$ cat config.mk
export PLATFORM = sky130hd
export DESIGN_NAME = pll_reset_sequencer_flat
export DESIGN_NICKNAME = d
export VERILOG_FILES = /design/src/rtl/pll_reset_sequencer_if.sv /design/src/rtl/pll_reset_sequencer.sv /design/src/flat_wrapper.sv
export SDC_FILE = /design/constraint.sdc
export NUM_CORES = 1
export LEC_CHECK = 0
export BUFFER_PORTS_ARGS = -buffer_cell sky130_fd_sc_hd__buf_4
export CORE_MARGIN = 1.5
export CORE_UTILIZATION = 51
export DETAILED_ROUTE_END_ITERATION = 16
export GPL_TIMING_DRIVEN = 0
export MAX_ROUTING_LAYER = met4
export PLACE_DENSITY = 0.78
export SLEW_MARGIN = 20
export SYNTH_ARGS = -nofsm -noshare
export SYNTH_HDL_FRONTEND = slang
export SYNTH_SLANG_ARGS = --single-unit
export TNS_END_PERCENT = 5
$ cat constraint.sdc
create_clock -name clock -period 2.68 [get_ports clock]
set_input_delay 0.134 -clock clock [delete_from_list [all_inputs] [get_ports clock]]
set_output_delay 0.134 -clock clock [all_outputs]
set_load 0.005 [all_outputs]
$ cat src/rtl/pll_reset_sequencer_if.sv
// PLL lock / reset-sequencer signal bundle.
// The master drives lock and clear; the slave is the sequencer that produces the reset.
interface pll_reset_sequencer_if #(
  parameter int unsigned CNT_W = 8
);
  logic             locked;
  logic             clear_count;
  logic             reset_out_n;
  logic             ready;
  logic             lock_lost;
  logic [CNT_W-1:0] loss_count;

  modport master (
    output locked, clear_count,
    input  reset_out_n, ready, lock_lost, loss_count
  );

  modport slave (
    input  locked, clear_count,
    output reset_out_n, ready, lock_lost, loss_count
  );
endinterface

$ cat src/rtl/pll_reset_sequencer.sv
// Qualifies PLL lock for STABLE_CYCLES+HOLD_CYCLES before releasing a synchronous reset.
// Re-asserts the reset on loss of lock and keeps a saturating count of losses from RUN.
module pll_reset_sequencer #(
  parameter int unsigned STABLE_CYCLES = 1024,
  parameter int unsigned HOLD_CYCLES   = 16,
  parameter int unsigned CNT_W         = 8
) (
  input logic                  clock,
  input logic                  reset_n,
  pll_reset_sequencer_if.slave bus
);

  localparam int unsigned MAXC = (STABLE_CYCLES > HOLD_CYCLES) ? STABLE_CYCLES : HOLD_CYCLES;
  localparam int unsigned CW   = (MAXC > 1) ? $clog2(MAXC) : 1;
  localparam logic [CW-1:0] STABLE_LAST = CW'(STABLE_CYCLES - 1);
  localparam logic [CW-1:0] HOLD_LAST   = CW'(HOLD_CYCLES - 1);

  typedef enum logic [1:0] {
    WAIT_LOCK = 2'd0,
    STABLE    = 2'd1,
    HOLD      = 2'd2,
    RUN       = 2'd3
  } state_t;

  state_t           state;
  logic [CW-1:0]    cnt;
  logic             sync_1;
  logic             locked_s;
  logic             rst_out_q;
  logic             ready_q;
  logic             lock_lost_q;
  logic [CNT_W-1:0] loss_q;

  always_ff @(posedge clock or negedge reset_n) begin
    if (!reset_n) begin
      sync_1   <= 1'b0;
      locked_s <= 1'b0;
    end else begin
      sync_1   <= bus.locked;
      locked_s <= sync_1;
    end
  end

  // reset_out_n/ready are set on the edge that enters RUN and cleared on the edge that leaves it.
  always_ff @(posedge clock or negedge reset_n) begin
    if (!reset_n) begin
      state       <= WAIT_LOCK;
      cnt         <= '0;
      rst_out_q   <= 1'b0;
      ready_q     <= 1'b0;
      lock_lost_q <= 1'b0;
      loss_q      <= '0;
    end else begin
      lock_lost_q <= 1'b0;
      if (bus.clear_count) begin
        loss_q <= '0;
      end
      case (state)
        WAIT_LOCK: begin
          cnt <= '0;
          if (locked_s) begin
            state <= STABLE;
          end
        end
        STABLE: begin
          if (!locked_s) begin
            state <= WAIT_LOCK;
            cnt   <= '0;
          end else if (cnt == STABLE_LAST) begin
            state <= HOLD;
            cnt   <= '0;
          end else begin
            cnt <= cnt + 1'b1;
          end
        end
        HOLD: begin
          if (!locked_s) begin
            state <= WAIT_LOCK;
            cnt   <= '0;
          end else if (cnt == HOLD_LAST) begin
            state     <= RUN;
            cnt       <= '0;
            rst_out_q <= 1'b1;
            ready_q   <= 1'b1;
          end else begin
            cnt <= cnt + 1'b1;
          end
        end
        RUN: begin
          if (!locked_s) begin
            state       <= WAIT_LOCK;
            cnt         <= '0;
            rst_out_q   <= 1'b0;
            ready_q     <= 1'b0;
            lock_lost_q <= 1'b1;
            // A simultaneous clear takes priority over the increment.
            if (!bus.clear_count && (loss_q != '1)) begin
              loss_q <= loss_q + 1'b1;
            end
          end
        end
        default: begin
          state     <= WAIT_LOCK;
          cnt       <= '0;
          rst_out_q <= 1'b0;
          ready_q   <= 1'b0;
        end
      endcase
    end
  end

  assign bus.reset_out_n = rst_out_q;
  assign bus.ready       = ready_q;
  assign bus.lock_lost   = lock_lost_q;
  assign bus.loss_count  = loss_q;

endmodule

$ cat src/flat_wrapper.sv
// flat-port wrapper written by rule: the top's interface ports become plain ports
module pll_reset_sequencer_flat 
#(
  parameter int unsigned STABLE_CYCLES = 1024,
  parameter int unsigned HOLD_CYCLES   = 16,
  parameter int unsigned CNT_W         = 8
)
  (clock, reset_n, bus_locked, bus_clear_count, bus_reset_out_n, bus_ready, bus_lock_lost, bus_loss_count);
  pll_reset_sequencer_if #(.CNT_W(CNT_W)) bus_i ();
  input logic clock;
  input logic reset_n;
  input wire logic [$bits(bus_i.locked)-1:0] bus_locked;
  input wire logic [$bits(bus_i.clear_count)-1:0] bus_clear_count;
  output wire logic [$bits(bus_i.reset_out_n)-1:0] bus_reset_out_n;
  output wire logic [$bits(bus_i.ready)-1:0] bus_ready;
  output wire logic [$bits(bus_i.lock_lost)-1:0] bus_lock_lost;
  output wire logic [$bits(bus_i.loss_count)-1:0] bus_loss_count;
  assign bus_i.locked = bus_locked;
  assign bus_i.clear_count = bus_clear_count;
  assign bus_reset_out_n = bus_i.reset_out_n;
  assign bus_ready = bus_i.ready;
  assign bus_lock_lost = bus_i.lock_lost;
  assign bus_loss_count = bus_i.loss_count;
  pll_reset_sequencer #(.STABLE_CYCLES(STABLE_CYCLES), .HOLD_CYCLES(HOLD_CYCLES), .CNT_W(CNT_W)) u_core (.clock(clock), .reset_n(reset_n), .bus(bus_i));
endmodule
==> key figures <==
STA
  • Final hold slack: 160 ps
  • Final worst-path cycle share: 84.1%
  • Hold Vio Cnt, Final: 0
  • Worst slew margin: 63.0%
  • Clock Skew: 2.83 ps
  • Crit path time final: 2250 ps
  • Final setup vio count: 0
  • Least-Margin Pin Slew: 553 ps
  • Final worst slack: 426 ps
  • Fmax: 444 MHz
  • Final Max Tran Viols: 0
  • RSZ-0062 raised after global routing: no
  • Total negative slack: 0 ps

Die
  • Die Width: 54.5 um
  • Initial Utilization: 54.1%
  • Die Ht: 54.5 um
  • Core area: 2500 um2
  • IO Pins: 15
  • Die area: 2970 um2
  • Row count: 18

Finish
  • Proportion of layout cells with a drive suffix above 1: 15.9%
  • Area grow syn2layout: 14.2%
  • Net count, final: 176
  • Final core utilization: 61.7%
  • ANT cells: 0

Clock network
  • H-tree Lvls: 1
  • Post-CTS Setup Inserts: 0
  • Root Buffer: clkbuf_4
  • Clk sink count: 24
  • Clock Latency Late Sink: 310 ps
  • CTS Buffer Depth: 2
  • Total CTS buffers: 3
  • Number of gates resized after CTS: 0
  • Clock transition at path regs: 130 ps
  • CTS Hold Bufs: 2
  • CTS tree: yes

Critical path
  • CP Class: reg -> reg
  • Crit Reg-Reg Startpoint: u_core.cnt[0]
  • R2r setup slk: 430 ps
  • CP Data Required Time: 2910 ps
  • R2R cell count: 7
  • CP startpoint kind: flip-flop
  • Worst R2R End: u_core.cnt[9]
  • Crit end category: flip-flop
  • Critical path data arrival time: 2490 ps
  • Max Fanout on Critical Path: 8

Yosys
  • Number of synthesized flops with an enable pin: 0
  • Sequential fraction of the synthesis area: 44.4%
  • Post-synth top flop: dfrtp_1
  • Yosys warns: 0
  • Cells after Synth: 145
  • Async S/R FF share, synth: 100%
  • #FFs+latches synth: 24
  • Post-Syn Area: 1350 um2
  • Distinct cells, synth: 39
  • Synthesized Nets: 156
  • Mean post-synth cell area: 9.32 um2

Detailed routing
  • Post-DR vias/cell: 5.78
  • First drt pass iteration count: 4
  • Number of remaining DRC errors: 0
  • Routed Antenna Nets: 0
  • DR WL/cell: 13.7 um
  • Vias: 1122
  • DR iter-0 viols: 20
  • Final WL: 2670 um

Power and ir drop
  • Pwr Density: 604 nW/um2
  • Power, Total: 0.000931 W
  • Static Leak: 0.675 nW
  • Worst VDD drop: 0.418 mV

Placed design
  • Post-DP HPWL: 1960 um
  • DP Worst Slack: 429 ps
  • Number of I/O port buffers: 13
  • RePlAce Congestion: 0.849

Min path
  • HP Start: bus_clear_count
  • Min-delay worst type: in -> reg
  • Hold path cells: 2
  • Hold path endpoint: u_core.bus.loss_count[5]

Global routing
  • Number of global-route vias before repair: 982
  • Largest net degree at the start of global routing: 25
  • Initial antenna violation count: 0
  • Grt ovf: 0
  • First-pass GRT wire length: 4150 um
  • Global Route Usage Sum: 19.7%

Flow run
  • Maxcap violations: 0

Outcome
  • Status: finished clean
-- cell usage in the layout (no fill, tap or decap), types with 2 or more instances in the layout --
master	count
or3_1	2
o21ai_0	10
nor3_1	3
nand2b_1	2
xor2_1	5
dfrtp_1	24
and2_1	2
clkbuf_4	3
a211oi_1	2
and4_1	2
ha_1	7
or2_2	3
dlygate4sd3_1	2
inv_1	5
a31oi_1	2
nor2_1	15
o2bb2ai_1	3
nand4_1	5
nor2b_1	3
nand3_1	10
and3_1	3
buf_4	14
o2bb2a_1	2
a21oi_1	2
nand2_1	15
clkbuf_1	2
-- kinds of logic after synthesis --
| kind of cell | count (synthesis) | share of synthesized area [%] |
|---|---|---|
| xor gates and xnor gates | 6 | 3.89 |
| adders and majority gates | 7 | 6.48 |
| AOI/OAI and AO/OA | 28 | 14.4 |
| DFF | 24 | 44.4 |
| muxes | 1 | 0.741 |
| and+or+nand+nor | 69 | 26.9 |
| buffers and inverters | 10 | 3.15 |
-- worst max-delay path, stage by stage (launching register included) --
cell,delay (ps)
dfrtp_1,440
ha_1,280
and3_4,170
and4b_4,200
or3_1,350
buf_2,170
or3_4,390
o31ai_2,170
-- power breakdown --
part | total [W] | switching [W] | internal (W)
sequential | 0.000421 | 0.0000308 | 0.000390
clock | 0.000190 | 0.000107 | 0.0000830
combinational | 0.000321 | 0.000187 | 0.000133
total | 0.000931 | 0.000325 | 0.000606
-- registers in the layout, indices dropped and copies added, names as in the netlist --
register                count
u_core.bus.lock_lost        1
u_core.bus.loss_count       8
u_core.bus.reset_out_n      1
u_core.cnt                 10
u_core.locked_s             1
u_core.state                2
u_core.sync_1               1
-- metrics by stage --
stage	cell area [um2]	std cells
finish	1540	194
global route	1540	194
CTS	1540	194
detailed placement	1490	188
global placement	1490	188
floorplan	1350	145
-- per-layer routing --
metal | track usage [%] | part of all wire, % | up-vias
li1 | - | - | 555
met1 | 26.0 | 48 | 542
met2 | 30.9 | 48 | 21
met3 | 2.73 | 2.8 | 4
met4 | 7.50 | 0.86 | 0
met5 | - | 0 | -
-- area by class of cell --
class,count,area (um2)
Inverter,5,18.8
Multi-Input combinational cell,111,708
Buffer,5,23.8
Clock buffer,4,36.3
Tap cell,30,37.5
Timing Repair Buffer,15,118
Sequential cell,24,601
Fill cell,204,957
-- Yosys cell counts (5+ instances only) --
master | number | area [um2]
dfrtp_1 | 24 | 601
nand3_1 | 10 | 50.1
o21ai_0 | 10 | 50.1
inv_1 | 5 | 18.8
ha_1 | 7 | 87.6
xor2_1 | 5 | 43.8
nor2_1 | 15 | 56.3
nand2_1 | 15 | 56.3
nand4_1 | 5 | 31.3
-- worst max-delay path by stage --
stage,from,endpoint,slack (ps),depth (start not counted)
detailed placement,u_core.cnt[0],u_core.cnt[9],430,7
finish,u_core.cnt[0],u_core.cnt[9],430,7
floorplan,u_core.cnt[0],u_core.cnt[9],570,7
global placement,u_core.cnt[0],u_core.cnt[9],470,7
global route,u_core.cnt[0],u_core.cnt[9],280,7
CTS,u_core.cnt[0],u_core.cnt[9],420,7
(Power assumes the default switching activity.)
